## config.mk

```make
export PLATFORM = sky130hd
export DESIGN_NAME = bcd_display_feeder_flat
export DESIGN_NICKNAME = d
export VERILOG_FILES = /design/src/rtl/bcd_display_feeder_if.sv /design/src/rtl/bcd_display_feeder.sv /design/src/flat_wrapper.sv
export SDC_FILE = /design/constraint.sdc
export NUM_CORES = 1
export LEC_CHECK = 0
export ABC_AREA = 1
export CORE_ASPECT_RATIO = 1.4
export CORE_MARGIN = 2
export CORE_UTILIZATION = 35
export DETAILED_ROUTE_END_ITERATION = 10
export PLACE_DENSITY_LB_ADDON = 0.12
export SLEW_MARGIN = 0
export SYNTH_ARGS = -nofsm -noshare
export SYNTH_HDL_FRONTEND = slang
export SYNTH_SLANG_ARGS = --single-unit
export TNS_END_PERCENT = 100
```

## constraint.sdc

```tcl
create_clock -name clk -period 5 [get_ports clk]
set_input_delay 0.5 -clock clk [delete_from_list [all_inputs] [get_ports clk]]
set_output_delay 0.5 -clock clk [all_outputs]
set_load 0.02 [all_outputs]
```

## src/rtl/bcd_display_feeder_if.sv

```systemverilog
// Load/result bundle between the count sources, bcd_display_feeder and dual_display_controller.
// Build macro OVERFLOW_FLAG_EN adds the per-number saturation flags.
interface bcd_display_feeder_if #(
   parameter int BIN_W = 14
) ();
   logic             load;
   logic [BIN_W-1:0] bin_A;
   logic [BIN_W-1:0] bin_B;
   logic [15:0]      digits_A;
   logic [15:0]      digits_B;
   logic             busy;
   logic             done;
`ifdef OVERFLOW_FLAG_EN
   logic             ovf_A;
   logic             ovf_B;

   modport master (output load, bin_A, bin_B,
                   input  digits_A, digits_B, busy, done, ovf_A, ovf_B);
   modport slave  (input  load, bin_A, bin_B,
                   output digits_A, digits_B, busy, done, ovf_A, ovf_B);
`else
   modport master (output load, bin_A, bin_B,
                   input  digits_A, digits_B, busy, done);
   modport slave  (input  load, bin_A, bin_B,
                   output digits_A, digits_B, busy, done);
`endif
endinterface

```

## src/rtl/bcd_display_feeder.sv

```systemverilog
// Two parallel double-dabble engines feeding a 4+4 digit display; both words commit on one edge.
// Build macro OVERFLOW_FLAG_EN adds ovf_A/ovf_B saturation flags.
module bcd_display_feeder #(
   parameter int BIN_W   = 14,
   parameter int MAX_VAL = 9999
) (
   input logic                  clk,
   input logic                  rst_n,
   bcd_display_feeder_if.slave  bus
);

   localparam int CNT_W = (BIN_W > 1) ? $clog2(BIN_W) : 1;
   localparam logic [CNT_W-1:0] LAST_ITER = CNT_W'(BIN_W - 1);
   localparam logic [BIN_W-1:0] SAT_MAX   = BIN_W'(MAX_VAL);

   localparam logic [1:0] ST_IDLE   = 2'd0;
   localparam logic [1:0] ST_SHIFT  = 2'd1;
   localparam logic [1:0] ST_COMMIT = 2'd2;

   function automatic logic [BIN_W-1:0] sat(input logic [BIN_W-1:0] v);
      return (v > SAT_MAX) ? SAT_MAX : v;
   endfunction

   function automatic logic [15:0] add3(input logic [15:0] v);
      logic [15:0] r;
      r = v;
      for (int i = 0; i < 4; i++) begin
         if (v[4*i +: 4] >= 4'd5) r[4*i +: 4] = v[4*i +: 4] + 4'd3;
      end
      return r;
   endfunction

   logic [1:0]       state;
   logic [CNT_W-1:0] cnt;
   logic             pend;
   logic             busy_r, done_r;
   logic [15:0]      dig_a, dig_b;
   logic [15:0]      bcd_a, bcd_b;
   logic [BIN_W-1:0] sr_a, sr_b;
   logic [BIN_W-1:0] pbuf_a, pbuf_b;
   logic [15:0]      adj_a, adj_b;
   logic             start_new;

   assign adj_a = add3(bcd_a);
   assign adj_b = add3(bcd_b);
   // A COMMIT with a fresh load or a parked request rolls straight into a new conversion.
   assign start_new = bus.load || pend;

   assign bus.digits_A = dig_a;
   assign bus.digits_B = dig_b;
   assign bus.busy     = busy_r;
   assign bus.done     = done_r;

   // Control and visible outputs
   always_ff @(posedge clk or negedge rst_n) begin
      if (!rst_n) begin
         state  <= ST_IDLE;
         cnt    <= '0;
         pend   <= 1'b0;
         busy_r <= 1'b0;
         done_r <= 1'b0;
         dig_a  <= 16'h0000;
         dig_b  <= 16'h0000;
      end else begin
         done_r <= 1'b0;
         case (state)
            ST_IDLE: begin
               if (bus.load) begin
                  state  <= ST_SHIFT;
                  cnt    <= '0;
                  busy_r <= 1'b1;
               end
            end
            ST_SHIFT: begin
               if (bus.load) pend <= 1'b1;
               if (cnt == LAST_ITER) state <= ST_COMMIT;
               else                  cnt   <= cnt + 1'b1;
            end
            ST_COMMIT: begin
               dig_a  <= bcd_a;
               dig_b  <= bcd_b;
               done_r <= 1'b1;
               pend   <= 1'b0;
               if (start_new) begin
                  state <= ST_SHIFT;
                  cnt   <= '0;
               end else begin
                  state  <= ST_IDLE;
                  busy_r <= 1'b0;
               end
            end
            default: begin
               state  <= ST_IDLE;
               busy_r <= 1'b0;
            end
         endcase
      end
   end

   // Datapath: shift registers, accumulators and the pending buffer carry no reset
   always_ff @(posedge clk) begin
      case (state)
         ST_IDLE: begin
            if (bus.load) begin
               sr_a  <= sat(bus.bin_A);
               sr_b  <= sat(bus.bin_B);
               bcd_a <= 16'h0000;
               bcd_b <= 16'h0000;
            end
         end
         ST_SHIFT: begin
            bcd_a <= (adj_a << 1) | 16'(sr_a[BIN_W-1]);
            bcd_b <= (adj_b << 1) | 16'(sr_b[BIN_W-1]);
            sr_a  <= sr_a << 1;
            sr_b  <= sr_b << 1;
            if (bus.load) begin
               pbuf_a <= sat(bus.bin_A);
               pbuf_b <= sat(bus.bin_B);
            end
         end
         ST_COMMIT: begin
            if (bus.load) begin
               sr_a  <= sat(bus.bin_A);
               sr_b  <= sat(bus.bin_B);
               bcd_a <= 16'h0000;
               bcd_b <= 16'h0000;
            end else if (pend) begin
               sr_a  <= pbuf_a;
               sr_b  <= pbuf_b;
               bcd_a <= 16'h0000;
               bcd_b <= 16'h0000;
            end
         end
         default: ;
      endcase
   end

`ifdef OVERFLOW_FLAG_EN
   logic ovf_cap_a, ovf_cap_b, ovf_pend_a, ovf_pend_b;
   logic ovf_a_r, ovf_b_r;

   assign bus.ovf_A = ovf_a_r;
   assign bus.ovf_B = ovf_b_r;

   always_ff @(posedge clk) begin
      if (bus.load && (state == ST_IDLE || state == ST_COMMIT)) begin
         ovf_cap_a <= (bus.bin_A > SAT_MAX);
         ovf_cap_b <= (bus.bin_B > SAT_MAX);
      end else if (state == ST_COMMIT && pend) begin
         ovf_cap_a <= ovf_pend_a;
         ovf_cap_b <= ovf_pend_b;
      end
      if (bus.load && state == ST_SHIFT) begin
         ovf_pend_a <= (bus.bin_A > SAT_MAX);
         ovf_pend_b <= (bus.bin_B > SAT_MAX);
      end
   end

   always_ff @(posedge clk or negedge rst_n) begin
      if (!rst_n) begin
         ovf_a_r <= 1'b0;
         ovf_b_r <= 1'b0;
      end else if (state == ST_COMMIT) begin
         ovf_a_r <= ovf_cap_a;
         ovf_b_r <= ovf_cap_b;
      end
   end
`endif

endmodule

```

## src/flat_wrapper.sv

```systemverilog
// flat-port wrapper written by rule: the top's interface ports become plain ports
module bcd_display_feeder_flat 
#(
   parameter int BIN_W   = 14,
   parameter int MAX_VAL = 9999
)
  (clk, rst_n, bus_load, bus_bin_A, bus_bin_B, bus_digits_A, bus_digits_B, bus_busy, bus_done);
  bcd_display_feeder_if #(.BIN_W(BIN_W)) bus_i ();
  input logic clk;
  input logic rst_n;
  input wire logic [$bits(bus_i.load)-1:0] bus_load;
  input wire logic [$bits(bus_i.bin_A)-1:0] bus_bin_A;
  input wire logic [$bits(bus_i.bin_B)-1:0] bus_bin_B;
  output wire logic [$bits(bus_i.digits_A)-1:0] bus_digits_A;
  output wire logic [$bits(bus_i.digits_B)-1:0] bus_digits_B;
  output wire logic [$bits(bus_i.busy)-1:0] bus_busy;
  output wire logic [$bits(bus_i.done)-1:0] bus_done;
  assign bus_i.load = bus_load;
  assign bus_i.bin_A = bus_bin_A;
  assign bus_i.bin_B = bus_bin_B;
  assign bus_digits_A = bus_i.digits_A;
  assign bus_digits_B = bus_i.digits_B;
  assign bus_busy = bus_i.busy;
  assign bus_done = bus_i.done;
  bcd_display_feeder #(.BIN_W(BIN_W), .MAX_VAL(MAX_VAL)) u_core (.clk(clk), .rst_n(rst_n), .bus(bus_i));
endmodule
```

# Yosys cells after proc, flatten, opt, wreduce, memory -nomap -nowiden
# Index checks and enable logic that the tools add are counted.
# word_totals
input_bits,31
register_bits,129
wordCells,91
output_inout_bits,34
# op_classes
reduce_logical,10
n_eq_ne,10
magnitude_cmp,10
addsub,9
bitwise_logic,3
muxes,36
# op_table
op,count
$mux W14,8
$pmux W16 S3,2
$pmux W14 S3,2
$mux W16,3
$mux W4,9
$ge A4 B3 Y1 const B,8
$or A16 B1 Y16,2
$gt A14 B14 Y1 const B,2
$add A4 B2 Y4 const B,6
$pmux W4 S3,1
$ne A2 B2 Y1 const B,4
$add A3 B2 Y3 const B,2
$mux W3,2
$pmux W2 S3,1
$reduce_and A2 Y1,3
$reduce_and A3 Y1,2
$add A4 B1 Y4 const B,1
$eq A4 B4 Y1 const B,1
$mux W1,4
$mux W2,2
$ne A2 B1 Y1 const B,2
$reduce_and A4 Y1,1
$ne A3 B2 Y1 const B,1
$pmux W1 S3,1
other kinds (8),8

# Longest topological paths before layout
# logic_depth
depth_word,4
ltp_mapped,9
depth_no_buf,9

# Worst setup path before layout
# OpenSTA, ideal clock, no wires.
# synth_timing
path_type,register to register
startpoint,register u_core.state[0]
endpoint,register u_core.cnt[2]
synth_period_minus_slack_ns,2.285
setup_ns,0.126
path_stages_with_launch,9
arrival_time_ns,2.159
path_buffers,0
required_time_ns,4.874
setup_slack_ns,2.715
cell_sequence,dfrtp_1 inv_1 ha_1 nand2_4 nand2_2 nor2_4 o21ai_2 nand2_1 o21ai_1
# synth_via
elab_chain_cells,3
word_cells_on_any_way,9
cone_classes,eq/ne (5); mux (1); reduce/logical (3)
# synth_rtl
element,line,text
start: declaration,bcd_display_feeder.sv:33,logic [1:0] state;
start signal: assignment,bcd_display_feeder.sv:57,state <= ST_IDLE;
start signal: assignment,bcd_display_feeder.sv:69,state <= ST_SHIFT;
start signal: assignment,bcd_display_feeder.sv:76,if (cnt == LAST_ITER) state <= ST_COMMIT;
$eq A2 B2 Y1 (tied with other cells),bcd_display_feeder.sv:66,case (state)
$ne A2 B1 Y1 (no line) (tied with other cells),--,
$reduce_and A4 Y1 (no line),--,
end signal: assignment,bcd_display_feeder.sv:77,else cnt <= cnt + 1'b1;
end: declaration,bcd_display_feeder.sv:34,logic [CNT_W-1:0] cnt;
# Parallel ways exist; a longest one is shown, timed or not.
# A chain may end at the register's enable or synchronous reset.

# Worst setup path after layout
# layout_timing
startpoint,register u_core.state[0]
endpoint,register u_core.sr_a[5] (data pin)
# layout_via
elab_chain_cells,2
word_cells_on_any_way,4
cone_classes,eq/ne (2); mux (1); reduce/logical (1)
# layout_rtl
element,line,text
$eq A2 B2 Y1 (tied with other cells),bcd_display_feeder.sv:102,case (state)
$pmux W14 S3 *,bcd_display_feeder.sv:102,
end signal: assignment,bcd_display_feeder.sv:105,sr_a <= sat(bus.bin_A);
end signal: assignment,bcd_display_feeder.sv:114,sr_a <= sr_a << 1;
end signal: assignment,bcd_display_feeder.sv:123,sr_a <= sat(bus.bin_A);
end: declaration,bcd_display_feeder.sv:39,"logic [BIN_W-1:0] sr_a, sr_b;"
# Every way passes the cells marked *; elsewhere a longest branch is shown, timed or not.

==> impl_metrics.yaml <==
outcome:
  status: "finished clean"
worst_setup_path:
  worstPathArrival_ps: 3330
  slowest_delay_ps: 880
  crit_chain: "inv_1 -> ha_1 -> inv_2 -> nor2_2 -> a32oi_1 -> nand2_1"
  path_buf_inv: 2
  worstPathMaxFanout: 63
  end_kind: "flop"
  cp-start-kind: "flop"
  cpMaxStageDelayCell: "nor2_2"
  cp_data_required_time_ps: 5280
  crit_family: "simple AND/OR/NAND/NOR gates"
  path_class: "flop to flop"
cts:
  cts_sinks: 129
  clk_path_buf_depth: 2
  clkSlewWorstSetupHoldPaths_ps: 60
  hold_buffers: 0
  ctsResizeCount: 0
  post_cts_buffers: 0
  cts_inserted_buffers: 17
  htree_levels: 4
  clk_latency_ps: 410
  cts_root_buffer: "clkbuf_16"
  tritoncts: "built"
synth:
  synth_top_area_share_pct: 43.14
  synth_largest_area_cell: "edfxtp_1"
  synth_area_leaders: "edfxtp_1, dfrtp_1, nand2_1"
  ys.warnings.count: 0
  synthFlopType: "edfxtp_1"
  synth_area_per_cell_um2: 9.693
  synth_seq_cells: 129
  synth_fp_nets: 686
  async_flop_share_pct: 31.78
  synth-edff-count: 88
  yosysMostFrequentCell: "nand2_1"
  syn_inst: 632
  ys_top_cells_by_count: "nand2_1, edfxtp_1, inv_1"
  yosysSeqAreaShare_pct: 59.89
  synth_cell_type_count: 27
  netlist_area_mm2: 0.006126
power_and_ir_drop:
  clkPwrFrac_pct: 26.0
  p_leak_nw: 3.292
  max-vdd-ir-drop_mv: 0.2691
  p_switching_w: 0.001825
  p_int_w: 0.003176
  p_sw_share_pct: 36.50
  total_power_w: 0.005001
  p_per_area_mw_per_mm2: 659.8
  seq_power_share_pct: 38.8
  pwr-share-comb_pct: 35.2
floorplanning:
  die_x_um: 115.8
  die_y_um: 160.5
  rows: 57
  core_mm2: 0.01726
  ios: 65
  dieArea_mm2: 0.01859
  initial_core_util_pct: 35.49
placement:
  port_buffers: 64
  dp.final_hpwl_mm: 8.539
  routabilityCongestion: 0.7852
timing:
  setup_tns_ps: 0
  slew-limit-headroom_pct: 30.43
  period_share_pct: 60.98
  hold_violations: 0
  setup_viol: 0
  worst_slew_pin_slew_ps: 1044
  post-route-min-period_ps: 3049
  skew_ps: 8.595
  maxSlewViolCount: 0
  rsz0062_at_grt: "false"
  max_freq_ghz: 0.3280
drt:
  ant_nets: 0
  wire_per_inst_um: 13.57
  drt-initial-drc-count: 219
  vias_per_cell: 4.714
  vias: 4436
  wl_mm: 12.77
  drt_first_pass_iters: 4
  drc: 0
final_layout:
  synthToLayoutAreaGrowth_pct: 23.73
  drive_above_1_share_pct: 7.801
  diodes: 0
  nets: 746
global_routing:
  grt_pass1_vias: 4500
  grt_max_degree: 64
  grt-ovfl-total: 0
  grt_pass1_wl_mm: 21.58
  antenna_found_initial: 0
  grt_use_total_pct: 14.82
min_path:
  hp-class: "input pin to asynchronous set/reset pin"
run:
  maxCapViolations: 0
[power by group through the flow]
| stage | Sequential [W] | Clock, W | Combinational [W] |
|---|---|---|---|
| global route | 0.00199 | 0.00138 | 0.00202 |
| detailed placement | 0.00196 | 0 | 0.00179 |
| CTS | 0.00194 | 0.00133 | 0.00180 |
| floorplan | 0.00203 | 0 | 0.00111 |
| finish | 0.00194 | 0.00130 | 0.00176 |
| global placement | 0.00195 | 0 | 0.00175 |
[layer usage]
metal / routed length (µm) / track usage [%]
met3: 525 / 3.396
met4: 184 / 6.710
met1: 5630 / 17.72
met2: 6424 / 25.12
met5: 0 / 0
[worst reg2reg max path, delay by kind of cell, from the launching register on]
kind / cells / cell delay, ps
compound gates: 1 / 240
fa+ha+maj: 1 / 560
buf+inv: 2 / 690
flops: 1 / 410
simple gates: 2 / 1020
[placed cells by master, fill, tap and decap left out, types with 2 or more instances in the layout]
cell             count
inv_1               71
o21ai_0             19
a21oi_1             21
ha_1                23
o21ai_1             41
clkinv_2             2
clkbuf_16           21
nor2_1              51
nor2_2               2
edfxtp_1            88
xor2_1               7
clkbuf_1             2
a31oi_1              2
buf_4                2
nand3_1             22
nor3_1               6
nand2_1            169
dfrtp_1             41
clkbuf_8             4
inv_2               15
o211ai_1             3
clkdlybuf4s50_1     63
a32oi_1             20
[worst paths after layout]
path                                    startpoint                      end  slack [ps]  depth (start not counted)
max reg2reg                        u_core.state[0]           u_core.sr_a[5]        1950                          6
max in group asynchronous                    rst_n  u_core.bus.digits_B[12]        4180                          1
min reg2reg                u_core.bus.digits_B[15]  u_core.bus.digits_B[15]         470                          2
max                                u_core.state[0]           u_core.sr_a[5]        1950                          6
min in group clk           u_core.bus.digits_B[15]  u_core.bus.digits_B[15]         470                          2
min                                          rst_n   u_core.bus.digits_A[1]         230                          1
[sequential cells by signal (all words and copies together) (netlist names)]
name / flops
u_core.bcd_a: 16
u_core.bus.digits_A: 16
u_core.bus.done: 1
u_core.pend: 1
u_core.bus.digits_B: 16
u_core.bus.busy: 1
u_core.sr_a: 14
u_core.bcd_b: 16
u_core.cnt: 4
u_core.pbuf_a: 14
u_core.sr_b: 14
u_core.state: 2
u_core.pbuf_b: 14
[cell type report]
cell class / count / area [µm²]
inverter: 86 / 322.8
multi-input combinational: 392 / 1998
clock inverter: 5 / 56.30
tap: 236 / 295.3
sequential: 129 / 3669
timing repair buffer: 66 / 650.6
clock buffer: 27 / 588.1
fill: 1722 / 9679
[logic make-up (layout without fill, tap and decap cells)]
group | count (synthesis) | after routing | share of synthesized area, %
and+or+nand+nor | 254 | 254 | 16.54
DFF | 129 | 129 | 59.89
buffers and inverters | 111 | 184 | 7.496
AOI/OAI and AO/OA | 108 | 108 | 10.38
adders and majority gates | 23 | 23 | 4.698
xor gates and xnor gates | 7 | 7 | 1.001
[per-stage QoR]
step / setup slack [ps] / area (µm²) / hold WS [ps] / utilization, % / std cells
3_3_place_gp: 1828 / 6935 / 461.5 / 40.18 / 909
3_5_place_dp: 1753 / 6935 / 459.4 / 40.18 / 909
2_1_floorplan: 2715 / 6126 / 204.4 / - / 632
5_1_grt: 1680 / 7580 / 296.6 / 43.92 / 941
4_1_cts: 1917 / 7580 / 251.9 / 43.92 / 941
6_report: 1951 / 7580 / 225.8 / 43.92 / 941
No activity file was read; power rests on OpenSTA's default activity.
